<file path="src/rtl/pc_sequencer.sv">
// pc_sequencer: program-counter / fetch sequencer with a hardware
// return-address stack (RAS). Resolves halt/ret/call/jump in that priority
// order, one update per non-stalled RUN cycle, and reports run/done/fault.
//
// Optional feature macro: PC_RETIRE_COUNT_EN (adds the 'retired' counter).
//
// Ports:
//   clk      - system clock, rising edge
//   reset    - asynchronous active-high reset
//   start    - pulse; begin execution at PC 0 from IDLE or DONE
//   halt     - current instruction terminates the program
//   stall    - freeze PC, stack and state this cycle
//   jump     - flow-change request (qualified by cond_ok)
//   cond_ok  - jump condition satisfied
//   call     - current instruction is CALL (push return address)
//   ret      - current instruction is RET (pop return address)
//   target   - absolute jump/call destination
//   pc       - current instruction address (registered)
//   running  - high in RUN
//   done     - high in DONE
//   fault    - high in FAULT (RAS overflow/underflow, sticky)
//   depth    - RAS occupancy
//   retired  - saturating count of executed instructions (macro only)
module pc_sequencer #(
    parameter int unsigned PCWidth    = 10,
    parameter int unsigned StackDepth = 8
) (
    input  logic                          clk,
    input  logic                          reset,
    input  logic                          start,
    input  logic                          halt,
    input  logic                          stall,
    input  logic                          jump,
    input  logic                          cond_ok,
    input  logic                          call,
    input  logic                          ret,
    input  logic [PCWidth-1:0]            target,
    output logic [PCWidth-1:0]            pc,
    output logic                          running,
    output logic                          done,
    output logic                          fault,
    output logic [$clog2(StackDepth):0]   depth
`ifdef PC_RETIRE_COUNT_EN
    ,
    output logic [31:0]                   retired
`endif
);

    localparam int unsigned AddrW  = $clog2(StackDepth);
    localparam int unsigned DepthW = AddrW + 1;

    typedef enum logic [1:0] {
        S_IDLE  = 2'd0,
        S_RUN   = 2'd1,
        S_DONE  = 2'd2,
        S_FAULT = 2'd3
    } state_t;

    state_t                r_state;
    state_t                w_state_nxt;
    logic [PCWidth-1:0]    r_pc;
    logic [PCWidth-1:0]    w_pc_nxt;
    logic [PCWidth-1:0]    w_pc_inc;
    logic [DepthW-1:0]     r_depth;
    logic [DepthW-1:0]     w_depth_nxt;
    logic                  w_push;
    logic [AddrW-1:0]      w_push_idx;
    logic [AddrW-1:0]      w_pop_idx;
    logic [PCWidth-1:0]    r_ras [StackDepth];
    logic                  r_running;
    logic                  r_done;
    logic                  r_fault;

    // Return address wraps naturally at 2^PCWidth.
    assign w_pc_inc   = r_pc + PCWidth'(1);
    assign w_push_idx = AddrW'(r_depth);
    assign w_pop_idx  = AddrW'(r_depth - DepthW'(1));

    // Next-state, next-PC and stack control.
    always_comb begin
        w_state_nxt = r_state;
        w_pc_nxt    = r_pc;
        w_depth_nxt = r_depth;
        w_push      = 1'b0;
        case (r_state)
            S_IDLE, S_DONE: begin
                if (start) begin
                    w_state_nxt = S_RUN;
                    w_pc_nxt    = '0;
                    w_depth_nxt = '0;
                end
            end
            S_RUN: begin
                if (!stall) begin
                    if (halt) begin
                        w_state_nxt = S_DONE;
                    end else if (ret) begin
                        if (r_depth != '0) begin
                            w_pc_nxt    = r_ras[w_pop_idx];
                            w_depth_nxt = r_depth - DepthW'(1);
                        end else begin
                            w_state_nxt = S_FAULT;
                        end
                    end else if (call) begin
                        if (r_depth == DepthW'(StackDepth)) begin
                            w_state_nxt = S_FAULT;
                        end else begin
                            w_push      = 1'b1;
                            w_pc_nxt    = target;
                            w_depth_nxt = r_depth + DepthW'(1);
                        end
                    end else if (jump && cond_ok) begin
                        w_pc_nxt = target;
                    end else begin
                        w_pc_nxt = w_pc_inc;
                    end
                end
            end
            S_FAULT: begin
                w_state_nxt = S_FAULT;
            end
        endcase
    end

    // State, PC, depth and registered status flags.
    always_ff @(posedge clk or posedge reset) begin
        if (reset) begin
            r_state   <= S_IDLE;
            r_pc      <= '0;
            r_depth   <= '0;
            r_running <= 1'b0;
            r_done    <= 1'b0;
            r_fault   <= 1'b0;
        end else begin
            r_state   <= w_state_nxt;
            r_pc      <= w_pc_nxt;
            r_depth   <= w_depth_nxt;
            r_running <= (w_state_nxt == S_RUN);
            r_done    <= (w_state_nxt == S_DONE);
            r_fault   <= (w_state_nxt == S_FAULT);
        end
    end

    // RAS storage; contents are don't-care after reset so no reset term.
    always_ff @(posedge clk) begin
        if (w_push) begin
            r_ras[w_push_idx] <= w_pc_inc;
        end
    end

`ifdef PC_RETIRE_COUNT_EN
    logic        w_cnt_clear;
    logic        w_cnt_inc;
    logic [31:0] r_retired;

    // Every non-stalled RUN cycle retires one instruction, halt included.
    always_comb begin
        w_cnt_clear = start && ((r_state == S_IDLE) || (r_state == S_DONE));
        w_cnt_inc   = (r_state == S_RUN) && !stall;
    end

    always_ff @(posedge clk or posedge reset) begin
        if (reset) begin
            r_retired <= '0;
        end else if (w_cnt_clear) begin
            r_retired <= '0;
        end else if (w_cnt_inc && (r_retired != 32'hFFFF_FFFF)) begin
            r_retired <= r_retired + 32'd1;
        end
    end

    assign retired = r_retired;
`endif

    assign pc      = r_pc;
    assign depth   = r_depth;
    assign running = r_running;
    assign done    = r_done;
    assign fault   = r_fault;

endmodule
</file>
<file path="config.mk">
export PLATFORM = sky130hd
export DESIGN_NAME = pc_sequencer
export DESIGN_NICKNAME = d
export VERILOG_FILES = /design/src/rtl/pc_sequencer.sv
export SDC_FILE = /design/constraint.sdc
export NUM_CORES = 1
export LEC_CHECK = 0
export BUFFER_PORTS_ARGS = -buffer_cell sky130_fd_sc_hd__buf_2
export CORE_UTILIZATION = 64
export CTS_CLUSTER_DIAMETER = 120
export DETAILED_ROUTE_END_ITERATION = 10
export GPL_ROUTABILITY_DRIVEN = 0
export HOLD_SLACK_MARGIN = 0.05
export PLACE_DENSITY = 0.84
export SYNTH_ARGS = -nofsm -noshare
export SYNTH_HDL_FRONTEND = slang
export SYNTH_SLANG_ARGS = --single-unit
</file>
<file path="constraint.sdc">
create_clock -name clk -period 7.41 [get_ports clk]
set_clock_uncertainty 0.1 [all_clocks]
set_input_delay 0.741 -clock clk [delete_from_list [all_inputs] [get_ports clk]]
set_output_delay 0.741 -clock clk [all_outputs]
set_load 0.01 [all_outputs]
</file>
# Yosys cells after proc, flatten, opt, wreduce, memory -nomap -nowiden
# Memory sizes are Yosys's and may differ from the RTL's.
# Cells that the tools add are included.
# op_classes
n_mux,33
reduce_logical,7
eq_ne,14
addsub,3
# op_table
cell,n
10-bit two-way mux,8
4-bit two-way mux,7
10-bit one-hot mux with 2 select lines,1
2-bit two-way mux,7
"10-bit by 1-bit adder with 10-bit output, second input constant",1
"3-bit != test, second input constant",3
"2-bit equality test, second input constant",4
1-bit two-way mux,8
4-bit one-hot mux with 2 select lines,1
7-bit AND reduction,1
"2-bit != test, second input constant",3
2-bit one-hot mux with 3 select lines,1
6-bit AND reduction,1
"4-bit by 1-bit adder with 4-bit output, second input constant",1
"2-bit by 1-bit equality test with 1-bit output, second input constant",2
"4-bit equality test, second input constant",1
"4-bit != test, second input constant",1
4-bit nonzero test,1
"4-bit by 1-bit subtractor with 4-bit output, second input constant",1
2-bit logical NOT,1
2-bit nonzero test,1
2-bit OR reduction,1
1-bit logical AND,1
# word_totals
memories,1
register_bits,19
ram_bits,80
# mem_list
name,words,word_bits,rd,rd_clocked_by_memory_dff,write_ports,line_no,source
r_ras,8,10,1,0,1,69,logic [PCWidth-1:0] r_ras [StackDepth];

# Logic depth before layout (Yosys ltp)
# depth
word_depth,9
mapped_depth,9
ltp_nobuf,6

# Worst setup path after synthesis
# No wires, ideal clock.
# synth_path
kind,register -> register
startpoint,reg r_depth[0] (netlist: depth[0])
endpoint,"mem r_ras[1][0], enable pin"
period_less_slack_ps,2891
t_arrival_ps,2401
n_path_buf,2
setup_time_ps,390
setup_slack_ps,4519
stages_incl_launch_ff,9
path_cell_list,dfrtp_1 > buf_6 > buf_2 > inv_1 > ha_1 > and3b_1 > nor2_1 > nand3_1 > nor3_1
# synth_via
elab_chain_len,9
# synth_lines
item,line_no,source
from (decl),64,logic [DepthW-1:0] r_depth;
from (signal assigned),137,r_depth <= w_depth_nxt;
4-bit equality test,105,if (r_depth == DepthW'(StackDepth)) begin
1-bit two-way mux,105,
1-bit two-way mux,104,end else if (call) begin
1-bit two-way mux,97,end else if (ret) begin
1-bit two-way mux,95,if (halt) begin
1-bit two-way mux,94,if (!stall) begin
1-bit two-way mux,85,case (r_state)
1-bit two-way mux,146,if (w_push) begin
1-bit two-way mux (not written as such),147,r_ras[w_push_idx] <= w_pc_inc;
to (decl),69,
# Parallel ways exist; a longest one is shown, timed or not.

# Worst setup path in the final report
# layout_path
startpoint,reg r_depth[1] (netlist: depth[1])
endpoint,"mem r_ras[0][4], enable pin"
# Same word-level chain as after synthesis.

==> impl_metrics.csv <==
group,metric,value,unit
placed_design,portBuffers,35,
clocking,ctsResizeCount,0,
floorplan,die_h,84.4,µm
pwr,pwr-share-seq,0.464,
clocking,h-tree-depth,3,
clocking,cts_buffer_depth,2,
pwr,max-vdd-ir-drop,207,µV
setup_path,crit_family,"simple AND/OR/NAND/NOR gates",
placed_design,placed_cells,377,
synthesis,synth_area,4350,µm²
global_routing,grt_overflow,0,
status,outcome,"finished, violations left",
synthesis,synth-warning-count,0,
floorplan,die_area,7130,µm²
clocking,clk_pin_slew_worst_paths,0.11,ns
layout,nNetsFinal,333,
synthesis,post-synth-top-count-cell,"edfxtp_1",
sta,final_hold_viol_count,0,
setup_path,endpoint_kind,"flip-flop",
synthesis,synthTopCellsByCount,"edfxtp_1 (80), mux4_2 (20), dfrtp_1 (19)",
sta,setup_viol,0,
synthesis,async_flop_share,0.192,
route,antenna_left,0,
synthesis,ys_ff_latch,99,
synthesis,syn_inst,272,
setup_path,slowest_delay,0.63,ns
layout,layout-drive-gt1-share,0.253,
sta,tightest_slew,0.925,ns
setup_path,crit_arrival,2.80,ns
pwr,p_switching,0.558,mW
setup_path,cp_cell_sequence,"inv_1 > ha_1 > and3b_1 > nor2_1 > nand3_1 > nor3_1 > buf_4",
pwr,p_comb_frac,0.327,
synthesis,synth.top_cells.by_area,"edfxtp_1 (55%), dfrtp_1 (11%), mux4_2 (10%), nand3_1 (1.8%), a32o_1 (1.6%)",
clocking,cts_setup_buffers,0,
setup_path,worstSetupStartpointType,"flip-flop",
synthesis,synthDistinctLibCells,49,
flow_run,maxCapViolations,0,
floorplan,coreArea,6460,µm²
clocking,cts_hold_buf,0,
setup_path,rr_startpoint,"depth[1]$_DFFE_PP0P_",
floorplan,ioPinCount,36,
floorplan,start_util,0.673,
setup_path,path_buf_inv,2,
sta,setup_tns,0,ns
synthesis,netlist.top_cell.by_area,"edfxtp_1",
sta,relSlewSlack,0.379,
route,drc,2,
synthesis,synth-edff-count,80,
pwr,clkPwrFrac,0.209,
synthesis,ys_seq_area_frac,0.662,
route,vias,2732,
placed_design,dp_hpwl,6330,µm
pwr,internal_power,1.04,mW
sta,rsz0062_at_grt,"false",
clocking,clk_latency,0.37,ns
status,violations,"design-rule violations",
route,drt-pass1-iter-count,8,
sta,whs,0.390,ns
setup_path,startpoint,"depth[1]$_DFFE_PP0P_",
pwr,p_leak,1.71,nW
pwr,power_density,335,nW/µm²
synthesis,synth_top_flop_cell,"edfxtp_1",
clocking,cts.sinks,99,
sta,drv_slew,0,
layout,num_antenna_cells,0,
floorplan,die_w,84.4,µm
worst_hold_path,hp-class,"input pin to asynchronous set/reset pin",
pwr,swShare,0.348,
layout,nFillCells,393,
route,drt_iter0_markers,419,
route,wl_per_cell,23.5,µm
clocking,numCtsBuffers,9,
synthesis,avgSynthCellArea,16.0,µm²
setup_path,cp_max_fo,8,
sta,fin_crit_sh,0.381,
global_routing,grt_pass1_vias,2702,
route,via_per_inst,6.95,
setup_path,critPathKind,"flip-flop to flip-flop",
global_routing,grt_pass1_wl,14500,µm
setup_path,crit_required,7.39,ns
floorplan,rows,29,
setup_path,r2r_slack,4.59,ns
setup_path,crit_slowest_cell,"nor3_1",
clocking,root_buffer,"clkbuf_8",
synthesis,yosysTopAreaCellShare,0.553,
clocking,cts_tree,"built",
synthesis,synth.net_count,294,
sta,finalCriticalPeriod,2.82,ns
global_routing,grt_max_degree,31,
layout,syn_to_final_growth,10.1,%
global_routing,grtUsageTotal,0.285,
global_routing,antenna_found_initial,0,
sta,fmax,354,MHz
layout,stdcell_count,393,
route,wl,9250,µm
## placed cells by master (no fill, tap or decap), drive strengths merged, types with 4 or more instances in the layout
| cell | count |
|---|---|
| nand3 | 16 |
| o21ai | 5 |
| or3 | 4 |
| xor2 | 4 |
| clkinv | 4 |
| o31a | 6 |
| clkbuf | 9 |
| edfxtp | 80 |
| o22a | 7 |
| mux4 | 20 |
| dfrtp | 19 |
| buf | 38 |
| nor3 | 5 |
| nor2 | 13 |
| a32o | 7 |
| nand2 | 12 |
| inv | 10 |
## worst reg2reg max path, cell delays in order (launching register included)
cell,delay [ns]
dfrtp_1,0.51
inv_1,0.13
ha_1,0.29
and3b_1,0.23
nor2_1,0.13
nand3_1,0.21
nor3_1,0.63
buf_4,0.30
## power groups by stage
stage                     logic [mW]  clock network (mW)  registers, mW
after floorplan                0.371                   0          0.747
after global placement         0.509                   0          0.753
after detailed placement       0.522                   0          0.755
after CTS                      0.525               0.339          0.743
after global routing           0.567               0.354          0.751
final                          0.523               0.335          0.744
## final cells by class
type	instances	area, µm²	share of cell area
Tap cell	77	96.3	0.0201
Sequential cell	99	2880	0.601
Timing Repair Buffer	38	198	0.0413
Inverter	7	26.3	0.00549
Clock buffer	9	124	0.0259
Multi-Input combinational cell	156	1390	0.291
Clock inverter	7	70.1	0.0146
## logic make-up (layout without fill, tap and decap cells)
logic type / after synthesis / in the layout / share of synthesized area
and+or+nand+nor: 73 / 73 / 0.0918
buffers and inverters: 17 / 61 / 0.0176
muxes: 23 / 23 / 0.111
AOI/OAI and AO/OA: 50 / 50 / 0.0955
DFF: 99 / 99 / 0.662
xor gates and xnor gates: 7 / 7 / 0.0141
adders and majority gates: 3 / 3 / 0.00863
## flip-flops by register name (all words and copies together) (netlist names)
name / flops
depth: 4
done: 1
fault: 1
pc: 10
r_ras: 80
r_state: 2
running: 1
## final timing paths
check | to | depth (start not counted)
setup reg to reg | r_ras[0][4]$_DFFE_PP_ | 7
setup / recovery | r_ras[0][4]$_DFFE_PP_ | 7
hold / removal | fault$_DFF_PP0_ | 2
max in group asynchronous | pc[8]$_DFFE_PP0P_ | 2
min in group clk | pc[7]$_DFFE_PP0P_ | 1
hold reg to reg | pc[7]$_DFFE_PP0P_ | 1
## per-layer routing
metal  up-vias  wire length [µm]  global-route usage
met3        29               666              0.0629
li1       1180                 -                   -
met5         -                 0                   0
met1      1365              3960               0.404
met2       158              4380               0.446
met4         0               240               0.102
## through the flow
stage          worst slack [ns]  area [µm²]  power, mW   util
3_3_place_gp               4.46        4590       1.26  0.711
5_1_grt                    4.44        4790       1.67  0.741
4_1_cts                    4.62        4790       1.61  0.741
6_report                   4.59        4790       1.60  0.741
2_1_floorplan              4.52        4350       1.12      -
3_5_place_dp               4.34        4590       1.28  0.711
Note: power is estimated with default switching activity, not from simulation.
